**src/rtl/icache_pkg.sv**
```systemverilog
// icache_pkg: shared types for the instruction-cache fill controller.
//   bus_cmd_e     - instruction-memory bus command (BUS_NONE / BUS_LOAD)
//   mshr_entry_t  - one outstanding-load entry {valid, mem_tag, addr[31:3]}
//   walk_state_e  - prefetch walk FSM states
//   BLK_OFS       - byte-offset bits inside a 64-bit block
//   blk()         - block-align an address
package icache_pkg;

    localparam int BLK_OFS = 3;

    typedef enum logic [1:0] {
        BUS_NONE = 2'd0,
        BUS_LOAD = 2'd1
    } bus_cmd_e;

    typedef struct packed {
        logic        valid;
        logic [3:0]  mem_tag;
        logic [28:0] addr;
    } mshr_entry_t;

    typedef enum logic {
        WALK_IDLE,
        WALK_ACTIVE
    } walk_state_e;

    function automatic logic [31:0] blk(input logic [31:0] a);
        return {a[31:BLK_OFS], {BLK_OFS{1'b0}}};
    endfunction

endpackage

```
**src/rtl/icache_mshr_table.sv**
```systemverilog
// icache_mshr_table: outstanding-load table with allocate, free-by-tag and
// address-match CAM.
//   alloc_en/alloc_tag/alloc_addr : write lowest free entry at the edge
//   done_tag                      : nonzero tag frees the matching entry
//   demand_addr/walk_addr         : CAM lookups -> demand_hit/walk_hit
//   free_avail                    : at least one entry free this cycle
//   done_hit/done_addr            : completing tag matched, its block address
//   any_valid                     : any entry outstanding
module icache_mshr_table
    import icache_pkg::*;
#(
    parameter int NUM_MSHR = 4
) (
    input  logic        clock,
    input  logic        reset_n,
    input  logic        alloc_en,
    input  logic [3:0]  alloc_tag,
    input  logic [28:0] alloc_addr,
    input  logic [3:0]  done_tag,
    input  logic [28:0] demand_addr,
    input  logic [28:0] walk_addr,
    output logic        free_avail,
    output logic        demand_hit,
    output logic        walk_hit,
    output logic        done_hit,
    output logic [28:0] done_addr,
    output logic        any_valid
);
    localparam int IDX_W = $clog2(NUM_MSHR);

    mshr_entry_t [NUM_MSHR-1:0] ent;
    logic [IDX_W-1:0]           free_idx;
    logic [NUM_MSHR-1:0]        done_match;

    // Descending scan so the lowest index wins for both free slot and match.
    // An entry completing this cycle is still valid here, so it still counts
    // as pending and is not offered as free until the next cycle.
    always_comb begin
        free_avail = 1'b0;
        free_idx   = '0;
        demand_hit = 1'b0;
        walk_hit   = 1'b0;
        done_hit   = 1'b0;
        done_addr  = '0;
        any_valid  = 1'b0;
        done_match = '0;
        for (int i = NUM_MSHR - 1; i >= 0; i--) begin
            if (!ent[i].valid) begin
                free_avail = 1'b1;
                free_idx   = IDX_W'(i);
            end else begin
                any_valid = 1'b1;
                if (ent[i].addr == demand_addr) demand_hit = 1'b1;
                if (ent[i].addr == walk_addr)   walk_hit   = 1'b1;
                if (done_tag != 4'd0 && ent[i].mem_tag == done_tag) begin
                    done_match[i] = 1'b1;
                    done_hit      = 1'b1;
                    done_addr     = ent[i].addr;
                end
            end
        end
    end

    always_ff @(posedge clock or negedge reset_n) begin
        if (!reset_n) begin
            ent <= '0;
        end else begin
            for (int i = 0; i < NUM_MSHR; i++) begin
                if (done_match[i]) begin
                    ent[i].valid <= 1'b0;
                end else if (alloc_en && free_idx == IDX_W'(i)) begin
                    ent[i] <= '{valid: 1'b1, mem_tag: alloc_tag, addr: alloc_addr};
                end
            end
        end
    end

endmodule

```
**src/rtl/icache_fill_ctrl.sv**
```systemverilog
// icache_fill_ctrl: icache demand-miss fill and prefetch-walk controller.
// Optional feature macro: ICACHE_PREFETCH_EN (prefetch walk + cache probe).
//   miss_valid/miss_pc            : demand miss from fetch
//   prefetch_pc_check             : block probed in icache (walk candidate)
//   prefetch_pc_is_in_cache       : same-cycle probe hit
//   proc2Imem_command/addr        : block load request (combinational)
//   Imem2proc_response            : granted tag, 0 = rejected
//   Imem2proc_tag/data            : completing tag and block data
//   icache_write_enable/addr/data : one-cycle fill, cycle after tag match
//   busy                          : loads outstanding or walk active
module icache_fill_ctrl
    import icache_pkg::*;
#(
    parameter int NUM_MSHR       = 4,
    parameter int PREFETCH_DEPTH = 4
) (
    input  logic        clock,
    input  logic        reset_n,
    input  logic        miss_valid,
    input  logic [31:0] miss_pc,
    output logic [31:0] prefetch_pc_check,
    input  logic        prefetch_pc_is_in_cache,
    output logic [1:0]  proc2Imem_command,
    output logic [31:0] proc2Imem_addr,
    input  logic [3:0]  Imem2proc_response,
    input  logic [3:0]  Imem2proc_tag,
    input  logic [63:0] Imem2proc_data,
    output logic        icache_write_enable,
    output logic [31:0] icache_write_addr,
    output logic [63:0] icache_write_data,
    output logic        busy
);
    localparam logic [31:0] LAST_BLK = 32'hFFFF_FFF8;

    logic [31:0] demand_blk;
    logic        free_avail, demand_pend, walk_pend, done_hit, any_valid;
    logic [28:0] done_addr;
    logic        demand_cand, walk_cand, walk_skip, walk_active;
    logic        issue, accept;
    logic [31:0] walk_addr, cand_addr;

    assign demand_blk  = blk(miss_pc);
    assign demand_cand = miss_valid && !demand_pend;

`ifdef ICACHE_PREFETCH_EN
    localparam int CNT_W = (PREFETCH_DEPTH > 1) ? $clog2(PREFETCH_DEPTH) : 1;
    localparam logic [CNT_W-1:0] LAST_CNT = CNT_W'(PREFETCH_DEPTH - 1);

    walk_state_e      state_q, state_d;
    logic [31:0]      pf_addr_q, pf_addr_d;
    logic [CNT_W-1:0] pf_cnt_q, pf_cnt_d;
    logic             unused_cfg;

    assign unused_cfg        = ^{miss_pc[2:0], PREFETCH_DEPTH[0]};
    assign walk_active       = (state_q == WALK_ACTIVE);
    assign walk_addr         = pf_addr_q;
    assign walk_cand         = walk_active && !demand_cand;
    // A full table freezes the walk: no skip, so the resident/pending
    // check is repeated once space frees up.
    assign walk_skip         = walk_cand && free_avail && (walk_pend || prefetch_pc_is_in_cache);
    assign prefetch_pc_check = walk_cand ? pf_addr_q : 32'h0;

    always_ff @(posedge clock or negedge reset_n) begin
        if (!reset_n) begin
            state_q   <= WALK_IDLE;
            pf_addr_q <= '0;
            pf_cnt_q  <= '0;
        end else begin
            state_q   <= state_d;
            pf_addr_q <= pf_addr_d;
            pf_cnt_q  <= pf_cnt_d;
        end
    end

    always_comb begin
        state_d   = state_q;
        pf_addr_d = pf_addr_q;
        pf_cnt_d  = pf_cnt_q;
        if (accept && demand_cand) begin
            // Restart from the new miss; a miss in the top block has nothing ahead.
            pf_addr_d = demand_blk + 32'd8;
            pf_cnt_d  = '0;
            state_d   = (demand_blk == LAST_BLK) ? WALK_IDLE : WALK_ACTIVE;
        end else if (walk_skip || (accept && walk_cand)) begin
            if (pf_cnt_q == LAST_CNT || pf_addr_q == LAST_BLK) begin
                state_d = WALK_IDLE;
            end else begin
                pf_addr_d = pf_addr_q + 32'd8;
                pf_cnt_d  = pf_cnt_q + CNT_W'(1);
            end
        end
    end
`else
    logic unused_cfg;

    assign unused_cfg        = ^{miss_pc[2:0], prefetch_pc_is_in_cache, walk_pend, PREFETCH_DEPTH[0]};
    assign walk_active       = 1'b0;
    assign walk_addr         = 32'h0;
    assign walk_cand         = 1'b0;
    assign walk_skip         = 1'b0;
    assign prefetch_pc_check = 32'h0;
`endif

    // Gated by reset_n so the bus sees BUS_NONE while reset is held.
    assign issue     = reset_n && free_avail && (demand_cand || (walk_cand && !walk_skip));
    assign cand_addr = demand_cand ? demand_blk : walk_addr;
    assign accept    = issue && (Imem2proc_response != 4'd0);

    assign proc2Imem_command = issue ? BUS_LOAD : BUS_NONE;
    assign proc2Imem_addr    = issue ? cand_addr : 32'h0;
    assign busy              = any_valid || walk_active;

    icache_mshr_table #(.NUM_MSHR(NUM_MSHR)) u_mshr (
        .clock       (clock),
        .reset_n     (reset_n),
        .alloc_en    (accept),
        .alloc_tag   (Imem2proc_response),
        .alloc_addr  (cand_addr[31:3]),
        .done_tag    (Imem2proc_tag),
        .demand_addr (demand_blk[31:3]),
        .walk_addr   (walk_addr[31:3]),
        .free_avail  (free_avail),
        .demand_hit  (demand_pend),
        .walk_hit    (walk_pend),
        .done_hit    (done_hit),
        .done_addr   (done_addr),
        .any_valid   (any_valid)
    );

    always_ff @(posedge clock or negedge reset_n) begin
        if (!reset_n) begin
            icache_write_enable <= 1'b0;
            icache_write_addr   <= '0;
            icache_write_data   <= '0;
        end else begin
            icache_write_enable <= done_hit;
            if (done_hit) begin
                icache_write_addr <= {done_addr, 3'b000};
                icache_write_data <= Imem2proc_data;
            end
        end
    end

endmodule

```
**config.mk**
```make
export PLATFORM = sky130hd
export DESIGN_NAME = icache_fill_ctrl
export DESIGN_NICKNAME = d
export VERILOG_FILES = /design/src/rtl/icache_pkg.sv /design/src/rtl/icache_mshr_table.sv /design/src/rtl/icache_fill_ctrl.sv
export SDC_FILE = /design/constraint.sdc
export NUM_CORES = 1
export LEC_CHECK = 0
export CAP_MARGIN = 5
export CORE_ASPECT_RATIO = 0.6
export CORE_MARGIN = 3
export CORE_UTILIZATION = 52
export CTS_BUF_LIST = sky130_fd_sc_hd__clkbuf_4 sky130_fd_sc_hd__clkbuf_8
export DETAILED_ROUTE_END_ITERATION = 12
export PLACE_DENSITY = 0.88
export SLEW_MARGIN = 20
export SYNTH_ARGS = -nofsm -noshare
export SYNTH_HDL_FRONTEND = slang
export SYNTH_SLANG_ARGS = --single-unit
```
**constraint.sdc**
```tcl
create_clock -name clock -period 4.5 [get_ports clock]
set_clock_uncertainty 0.2 [all_clocks]
set_input_delay 0.9 -clock clock [delete_from_list [all_inputs] [get_ports clock]]
set_output_delay 0.9 -clock clock [all_outputs]
set_load 0.005 [all_outputs]
```
==> qor.txt, run 1 <==
Post-Synthesis Cells - 984
Total power - 9.92 mW
Total Routing Usage GR - 29.5%
Clk slew on worst S/H paths - 0.06 ns
Post-DP HPWL - 24700 um
Final nets - 1356
Most frequent cell after synthesis - dfrtp_1
Post-route minimum period - 4.50 ns
Crit path cell chain - dlygate4sd2_1, buf_6, xnor2_1, nand4_1, nor4_2, a31oi_2, buf_6, and3_1, and2_1, clkdlybuf4s50_1
Cell Pwr Density - 633 nW/um^2
RD Place Congestion - 0.953
Maximum VDD drop - 392 uV
# fillers - 1429
Status - finished with violations
Biggest area consumer among synthesized cells - dfrtp_1
Distinct cells, synth - 38
Proportion of layout cells with a drive suffix above 1 - 30.9%
Vias per cell - 5.84
P&R area growth vs syn - 33.4%
Clock sink count - 230
IO Count - 272
Via count - 9199
Sequential share of the synthesized area - 49.0%
Worst Max-Slew Pin Slew - 0.907 ns
Met1 wire length - 15400 um
H-tree levels - 2
Initial Utilization - 54.4%
CTS buffer count - 36
Post-synth EDFFs - 0
Worst reg-to-reg path cell count - 10
Root buf cell - clkbuf_8
Initial antenna violation count - 0
Die width - 200 um
Die H - 122 um
Final ANT Viol Nets - 0
Yosys warning total - 0
Worst Setup End Kind - primary output
Failing checks - setup timing
Core area - 21600 sq um
Largest net degree at the start of global routing - 163
CP startpoint kind - input port
Flops & latches, synth - 230
CP top delay family - buffers and inverters
Worst Path Required - 3.40 ns
Register Area - 5760 sq um
Crit path kind - input port to primary output
Max Freq - 0.222 GHz
Top sig layer - met4
DRT Pass-1 Iters - 5
Clock buffer depth - 3
Cell Area, Synth - 11700 sq um
Multi-input logic area - 5660 sq um
DR iter-0 viols - 1073
Relative slew slack - 39.6%
Final Cell Area - 15700 sq um
CTS tree - done
Slowest cell on the critical path - clkdlybuf4s50_1
WP buf/inv - 4
Final Hold Fails - 0
Top-area cell type share of the netlist area - 49.0%
Dominant cells by area after synthesis - dfrtp_1 49%, mux2_2 16%, xnor2_1 7.2%, mux2_4 3.7%, buf_4 3.1%
Routed wl met2 - 15800 um
Reg-to-Reg End - u_mshr.ent[115]
Top cell by count, worst path - buf_6
Post-DP Area - 14600 sq um
Number of max-cap violations - 0
Critical Path Start - miss_pc[19]
Mapped Avg Cell Area - 11.9 sq um
R2R Path Start - u_mshr.ent[76]
Routed wire length - 36500 um
N_diodes - 0
CP max FO - 7
Primary FF master, synth - dfrtp_1
Commonest cells in the netlist - 230 x dfrtp_1, 167 x mux2_2, 97 x xnor2_1
Port bufs - 228
Crit path arrival time - 3.40 ns
DRC viols - 0
Async SR Flop Fraction - 100%
Number of global-route vias before repair - 9308
GR Overflow Total - 0
Setup ws final - -0.00337 ns
Site Rows - 41
Hold buffers post-CTS - 0
First-pass GRT wire length - 55000 um
Worst min path class - flop to flop
Final period utilization - 100%
Clock Latency Late Sink - 0.53 ns
Slew Limit Fails - 0
Routed wire per std cell - 23.2 um
FF-to-FF setup slack - 1.46 ns
Max incr delay on CP - 0.45 ns
Die ar. - 24500 sq um
Finish-stage setup viols - 2
Static leakage - 7.25 nW
Met3 wire length - 4700 um
Cell count along the critical path - 10
Worst setup endpoint - proc2Imem_addr[28]
[layout by cell type (no fill, tap or decap), types with 3 or more instances in the layout]
cell type and count:
and2_1 29, nor3_1 6, or3_1 3, nand2b_1 3, dlygate4sd2_1 26, a221oi_1 27, buf_6 13, clkbuf_4 9
clkbuf_8 45, nand4_1 25, clkinv_2 9, nor4_1 5, xor2_2 4, clkbuf_2 3, conb_1 39, o21ai_0 31
a21oi_1 32, and3_1 28, xnor2_1 78, mux2_4 29, buf_4 66, clkdlybuf4s50_1 172, buf_12 7, a31oi_1 3
mux2_2 167, dlymetal6s2s_1 24, nor4_2 9, nand3_1 3, inv_1 9, xor2_1 23, dfrtp_1 230, nand2_1 14
nor2_1 32, xnor2_2 17, a2bb2oi_1 27
[per-stage QoR]
step | cells | TNS [ns] | hold WS [ns] | setup slack [ns] | utilization, %
2_1_floorplan | 1022 | 0 | 0.296 | 0.692 | -
3_3_place_gp | 1507 | -7.05 | 0.288 | -0.292 | 67.4
3_5_place_dp | 1507 | -7.69 | 0.294 | -0.315 | 67.4
4_1_cts | 1572 | 0 | 0.308 | 0.0220 | 72.0
5_1_grt | 1575 | -0.0669 | 0.313 | -0.0475 | 72.6
6_report | 1575 | -0.00568 | 0.305 | -0.00337 | 72.6
[cell type report]
cell class,instances,area share (%)
flip-flops and latches,230,36.7
inverters,9,0.216
repair buffers,314,19.7
well taps,301,2.40
clock inverters,10,0.479
clock buffers,54,4.38
multi-input cells,657,36.1
[power by group]
group          switching, mW  internal, mW
clock                  0.838          1.04
sequential             0.768          3.02
combinational           1.77          2.49
[per-layer routing]
metal / up-vias / track usage [%]
met2: 616 / 43.2
met3: 62 / 11.1
li1: 3931 / -
met4: 0 / 6.36
met1: 4590 / 42.1
met5: - / 0
[cell families after synthesis]
kind of cell	share of synthesized area, %
DFF	49.0
muxes	19.7
and+or+nand+nor	7.87
buffers and inverters	6.38
AOI/OAI and AO/OA	7.73
xor gates and xnor gates	9.25
other	0.0319
[how the worst min path moves through the flow]
stage	startpoint	end	slack, ns	depth (start not counted)
4_1_cts	icache_write_data[38]	icache_write_data[38]	0.31	1
5_1_grt	icache_write_data[8]	icache_write_data[8]	0.31	1
2_1_floorplan	u_mshr.ent[98]	u_mshr.ent[98]	0.30	1
3_5_place_dp	icache_write_data[60]	icache_write_data[60]	0.29	1
3_3_place_gp	icache_write_data[12]	icache_write_data[12]	0.29	1
6_report	icache_write_data[8]	icache_write_data[8]	0.31	1
[flip-flops by register name, summed over array words and instances, names as in the netlist]
signal               flops
icache_write_data       64
icache_write_enable      1
u_mshr.ent             136
icache_write_addr       29
[repair_timing]
action | in CTS | in global routing
endpoints found under the setup margin | 30 | 28
resized for setup | 74 | 41
buffers inserted | 1 | 3
pin swaps | 15 | 4
Note: power is estimated with default switching activity, not from simulation.
==> inputs of run 2 (changes only) <==
Settings changed: CORE_UTILIZATION 52 to 56, CTS_BUF_LIST sky130_fd_sc_hd__clkbuf_4 sky130_fd_sc_hd__clkbuf_8 to sky130_fd_sc_hd__clkbuf_4, PLACE_DENSITY 0.88 to 0.93.
Clock period 4.5 ns to 5.6 ns, I/O delays scaled along.
==> qor.txt, run 2 (synthesized netlist as in run 1, its figures left out) <==
Slew Limit Fails - 0 (unchanged)
Post-DP HPWL - 23600 um (was 24700 um)
Final nets - 1329 (was 1356)
Routed wire length - 33800 um (was 36500 um)
Routed wire per std cell - 22.1 um (was 23.2 um)
Die width - 193 um (was 200 um)
Final ANT Viol Nets - 0 (unchanged)
Crit path arrival time - 4.21 ns (was 3.40 ns)
Total Routing Usage GR - 28.9% (was 29.5%)
CTS buffer count - 54 (was 36)
DRC viols - 0 (unchanged)
Worst hold margin - 0.179 ns (was 0.305 ns)
Status - complete, no violations (was finished with violations)
Worst min path class - input port to async pin (was flop to flop)
Worst Max-Slew Pin Slew - 1.19 ns (was 0.907 ns)
Worst Setup End Kind - primary output (unchanged)
Top cell by count, worst path - clkdlybuf4s50_1 (was buf_6)
Via count - 9078 (was 9199)
Die ar. - 22800 sq um (was 24500 sq um)
Crit path kind - input port to primary output (unchanged)
Unrepaired setup endpoints after global routing - no
Vias per cell - 5.93 (was 5.84)
Cell Pwr Density - 509 nW/um^2 (was 633 nW/um^2)
DR iter-0 viols - 1012 (was 1073)
DRT Pass-1 Iters - 5 (unchanged)
Clock sink count - 230 (unchanged)
Slowest cell on the critical path - clkdlybuf4s50_1 (unchanged)
CTS tree - done (unchanged)
Final Util - 73.3% (was 72.6%)
CP max FO - 17 (was 7)
GR Overflow Total - 0 (unchanged)
Port bufs - 228 (unchanged)
Post-route minimum period - 5.53 ns
Largest net degree at the start of global routing - 167 (was 163)
Die H - 118 um (was 122 um)
Worst Path Required - 4.28 ns (was 3.40 ns)
Commonest cells after routing, fill and taps aside - 230 x dfrtp_1, 226 x clkdlybuf4s50_1, 167 x mux2_2 (was 230 x dfrtp_1, 172 x clkdlybuf4s50_1, 167 x mux2_2)
CP startpoint kind - input port (unchanged)
Final Hold Fails - 0 (unchanged)
Initial Utilization - 57.9% (was 54.4%)
RD Place Congestion - 0.941 (was 0.953)
Proportion of layout cells with a drive suffix above 1 - 26.3% (was 30.9%)
Finish-stage setup viols - 0 (was 2)
Max incr delay on CP - 0.61 ns (was 0.45 ns)
Core area - 20300 sq um (was 21600 sq um)
Largest reg by FF count - u_mshr.ent (unchanged)
Clock Latency Late Sink - 0.69 ns (was 0.53 ns)
Clk slew on worst S/H paths - 0.07 ns (was 0.06 ns)
Maximum VDD drop - 292 uV (was 392 uV)
Max FFs per register - 136 (unchanged)
# fillers - 1329 (was 1429)
Relative slew slack - 20.8% (was 39.6%)
Final period utilization - 98.8%
Root buf cell - clkbuf_4 (was clkbuf_8)
First-pass GRT wire length - 51100 um (was 55000 um)
Crit path cell chain - clkdlybuf4s50_1, xor2_1, nor4_2, nand2_1, o41ai_2, a31oi_2, buf_12, and3_1, and2_1, clkdlybuf4s50_1 (was dlygate4sd2_1, buf_6, xnor2_1, nand4_1, nor4_2, a31oi_2, buf_6, and3_1, and2_1, clkdlybuf4s50_1)
Site Rows - 40 (was 41)
Static leakage - 6.44 nW (was 7.25 nW)
Number of max-cap violations - 0 (unchanged)
H-tree levels - 2 (unchanged)
IO Count - 272 (unchanged)
N_diodes - 0 (unchanged)
Initial antenna violation count - 3 (was 0)
Number of global-route vias before repair - 9007 (was 9308)
Commonest non-fill, non-tap cell in the layout - dfrtp_1 (unchanged)
P&R area growth vs syn - 26.5% (was 33.4%)
Top flop regs - u_mshr.ent x136, icache_write_data x64, icache_write_addr x29 (unchanged)
Clock buffer depth - 3 (unchanged)
Max Freq - 0.181 GHz
run 2: cell count changes in the layout (fill, tap and decap cells not counted), moves of 14 or more:
cell	change
buf_4	-28
clkbuf_4	+71
clkbuf_8	-45
clkdlybuf4s50_1	+54
clkinv_1	+14
dlygate4sd2_1	-26
dlymetal6s2s_1	-23
xnor2_1	+16
xnor2_2	-14
run 2: path summary, 6_finish.rpt:
path	start	to	slack [ns]	depth (start not counted)
setup reg to reg	u_mshr.ent[77]	u_mshr.ent[6]	2.13	9
setup / recovery	miss_pc[12]	proc2Imem_addr[4]	0.07	10
hold reg to reg	icache_write_data[57]	icache_write_data[57]	0.30	1
hold / removal	reset_n	icache_write_addr[10]	0.18	1
max in group asynchronous	reset_n	icache_write_data[57]	3.62	2
min in group clock	icache_write_data[57]	icache_write_data[57]	0.30	1
run 2: area by class of cell:
cell class	instances	area (sq um)	share of cell area, %
Clock inverter	14	52.6	0.354
Multi-Input combinational cell	657	5440	36.6
Timing Repair Buffer	269	2640	17.7
Inverter	9	33.8	0.227
Clock buffer	80	601	4.04
Tap cell	273	342	2.30
Sequential cell	230	5760	38.7
run 2: what timing repair did:
| item | 4_1_cts | 5_1_grt |
|---|---|---|
| setup endpoints to repair | 2 | 12 |
| hold buffers | 0 | 0 |
| resized for setup | 1 | 6 |
| buffers inserted | 0 | 0 |
run 2: metal layers:
| metal | vias to the layer above | track usage, % | share of wire (%) |
|---|---|---|---|
| met1 | 4504 | 40.5 | 40 |
| met5 | - | 0 | 0.068 |
| met4 | 4 | 7.77 | 1.9 |
| met3 | 76 | 12.5 | 15 |
| li1 | 3897 | - | - |
| met2 | 597 | 41.3 | 43 |
run 2: critical path: cells and delay by family:
family	cells	cell delay [ns]
AOI/OAI and AO/OA	2	0.51
and+or+nand+nor	4	1.06
buffers and inverters	3	1.26
xor gates and xnor gates	1	0.25
run 2: stage by stage:
stage	instance area [sq um]	power, mW	std cells	setup TNS (ns)	setup slack [ns]
6_report	14900	7.56	1532	0	0.0664
5_1_grt	14900	7.97	1532	0	0.00825
4_1_cts	14800	7.52	1532	0	0.120
3_5_place_dp	14200	6.20	1438	-0.0100	-0.0100
3_3_place_gp	14200	6.05	1438	0	0.0519
2_1_floorplan	11900	4.75	1022	0	1.35
run 2: power by group:
part | switching [mW] | internal (mW) | total (mW)
Sequential | 0.580 | 2.42 | 3.00
Combinational | 1.36 | 1.90 | 3.25
Clock | 0.661 | 0.649 | 1.31
==> inputs of run 3 (changes only) <==
Settings changed: PLACE_DENSITY 0.93 to 0.88.
==> qor.txt, run 3 (synthesized netlist as in run 1, its figures left out) <==
Clk slew on worst S/H paths - 0.07 ns (about the same)
Initial Utilization - 57.9% (unchanged)
Worst Setup End Kind - primary output (unchanged)
Proportion of layout cells with a drive suffix above 1 - 26.5% (was 26.3%)
Clock sink count - 230 (unchanged)
Slowest cell on the critical path - clkdlybuf4s50_1 (unchanged)
Max incr delay on CP - 0.67 ns (was 0.61 ns)
CP startpoint kind - input port (unchanged)
Top cell by count, worst path - clkdlybuf4s50_1 (unchanged)
Port bufs - 228 (unchanged)
Cell Pwr Density - 508 nW/um^2 (was 509 nW/um^2)
Top flop regs - u_mshr.ent x136, icache_write_data x64, icache_write_addr x29 (unchanged)
Crit path arrival time - 4.21 ns (about the same)
Vias per cell - 5.82 (was 5.93)
Worst reg-to-reg path cell count - 9 (unchanged)
Finish-stage setup viols - 0 (unchanged)
CTS buffer count - 53 (was 54)
Final Cell Area - 14800 sq um (was 14900 sq um)
Die H - 118 um (unchanged)
Die ar. - 22800 sq um (unchanged)
CP max FO - 9 (was 17)
RD Place Congestion - 0.983 (was 0.941)
CP top delay family - buffers and inverters (unchanged)
Post-DP Area - 14200 sq um (about the same)
GR Overflow Total - 0 (unchanged)
Final nets - 1336 (was 1329)
Core area - 20300 sq um (unchanged)
Routed wire length - 34300 um (was 33800 um)
H-tree levels - 2 (unchanged)
Max Freq - 0.181 GHz (about the same)
DRT Pass-1 Iters - 7 (was 5)
Commonest cells after routing, fill and taps aside - 230 x dfrtp_1, 227 x clkdlybuf4s50_1, 167 x mux2_2 (was 230 x dfrtp_1, 226 x clkdlybuf4s50_1, 167 x mux2_2)
Clock Latency Late Sink - 0.68 ns (was 0.69 ns)
Maximum VDD drop - 286 uV (was 292 uV)
DRC viols - 0 (unchanged)
Worst Path Required - 4.28 ns (about the same)
Largest net degree at the start of global routing - 73 (was 167)
Clock buffer depth - 3 (unchanged)
Crit path cell chain - clkdlybuf4s50_1, xor2_1, nor4_1, nand2_1, o41ai_2, a31oi_2, buf_4, and3_1, and2_1, clkdlybuf4s50_1 (was clkdlybuf4s50_1, xor2_1, nor4_2, nand2_1, o41ai_2, a31oi_2, buf_12, and3_1, and2_1, clkdlybuf4s50_1)
Largest reg by FF count - u_mshr.ent (unchanged)
Unrepaired setup endpoints after global routing - no (unchanged)
Die width - 193 um (unchanged)
IO Count - 272 (unchanged)
Crit path kind - input port to primary output (unchanged)
Number of global-route vias before repair - 9397 (was 9007)
Total Routing Usage GR - 30.0% (was 28.9%)
First-pass GRT wire length - 53000 um (was 51100 um)
Final Util - 73.2% (was 73.3%)
Worst hold margin - 0.115 ns (was 0.179 ns)
Post-DP HPWL - 24000 um (was 23600 um)
CTS tree - done (unchanged)
P&R area growth vs syn - 26.4% (was 26.5%)
Slew Limit Fails - 0 (unchanged)
Routed wire per std cell - 22.3 um (was 22.1 um)
Commonest non-fill, non-tap cell in the layout - dfrtp_1 (unchanged)
Worst min path class - input port to async pin (unchanged)
Pre-CTS setup slack - 0.0834 ns (was -0.0100 ns)
Via count - 8929 (was 9078)
Final ANT Viol Nets - 0 (unchanged)
Relative slew slack - 20.4% (was 20.8%)
Worst Max-Slew Pin Slew - 1.19 ns (about the same)
Initial antenna violation count - 0 (was 3)
Max FFs per register - 136 (unchanged)
N_diodes - 0 (unchanged)
Post-route minimum period - 5.53 ns (about the same)
Final setup TNS - 0 ns (unchanged)
Status - complete, no violations (unchanged)
Number of max-cap violations - 0 (unchanged)
Final period utilization - 98.7% (was 98.8%)
Setup ws final - 0.0739 ns (was 0.0664 ns)
DR iter-0 viols - 674 (was 1012)
Site Rows - 40 (unchanged)
Cell count along the critical path - 10 (unchanged)
Static leakage - 6.44 nW (about the same)
Root buf cell - clkbuf_4 (unchanged)
Hold buffers post-CTS - 0 (unchanged)
WP buf/inv - 3 (unchanged)
Final Hold Fails - 0 (unchanged)
[run 3: changes by cell type in the layout (fill, tap and decap cells not counted), moves of 3 or more]
cell	delta
clkinv_1	-4
xnor2_2	-3
clkbuf_4	-3
buf_4	+9
xnor2_1	+3
[run 3: per-layer routing]
| layer | wire length, um | vias to the layer above | track usage, % | share of wire [%] |
|---|---|---|---|---|
| met1 | 13900 | 4405 | 41.4 | 41 |
| met3 | 4850 | 52 | 13.4 | 14 |
| li1 | - | 3918 | - | - |
| met2 | 15000 | 554 | 43.7 | 44 |
| met4 | 550 | 0 | 6.95 | 1.6 |
| met5 | 0 | - | 0 | 0 |
[run 3: area by class of cell]
| type | count | area [sq um] |
|---|---|---|
| Multi-Input combinational cell | 657 | 5410 |
| Fill cell | 1406 | 5420 |
| Clock inverter | 12 | 46.3 |
| Sequential cell | 230 | 5760 |
| Clock buffer | 77 | 578 |
| Inverter | 9 | 33.8 |
| Tap cell | 273 | 342 |
| Timing Repair Buffer | 277 | 2680 |
[run 3: worst reg2reg max path: stages (launching register included)]
cell and delay (ns):
dfrtp_1 0.41, xor2_1 0.47, nor4_2 0.15, nand4_1 0.16
o41ai_2 0.10, a31oi_2 0.30, buf_4 0.19, and3_2 0.59
buf_4 0.48, mux2_4 0.35
[run 3: worst paths after layout]
path / from / slack, ns / endpoint
min in group clock: icache_write_data[41] / 0.30 / icache_write_data[41]
max in group asynchronous: reset_n / 3.80 / icache_write_addr[27]
worst max register to register: u_mshr.ent[73] / 2.05 / u_mshr.ent[105]
worst min register to register: icache_write_data[41] / 0.30 / icache_write_data[41]
worst max-delay path: miss_pc[25] / 0.07 / proc2Imem_addr[28]
worst min-delay path: reset_n / 0.12 / u_mshr.ent[41]
[run 3: timing repair]
item                       in CTS  in global routing
resized for setup               0                  2
buffers inserted                0                  0
setup endpoints to repair       0                 29
[run 3: through the flow]
step	total power, mW	cells
final	7.54	1535
after floorplan	4.75	1022
after detailed placement	6.24	1446
after global routing	7.98	1535
after global placement	6.09	1446
after CTS	7.53	1535
[run 3: where the power goes]
group	leakage (nW)	switching (mW)	internal (mW)
Sequential	2.86	0.577	2.42
Combinational	3.20	1.36	1.90
Clock	0.378	0.655	0.625
Total	6.44	2.59	4.95
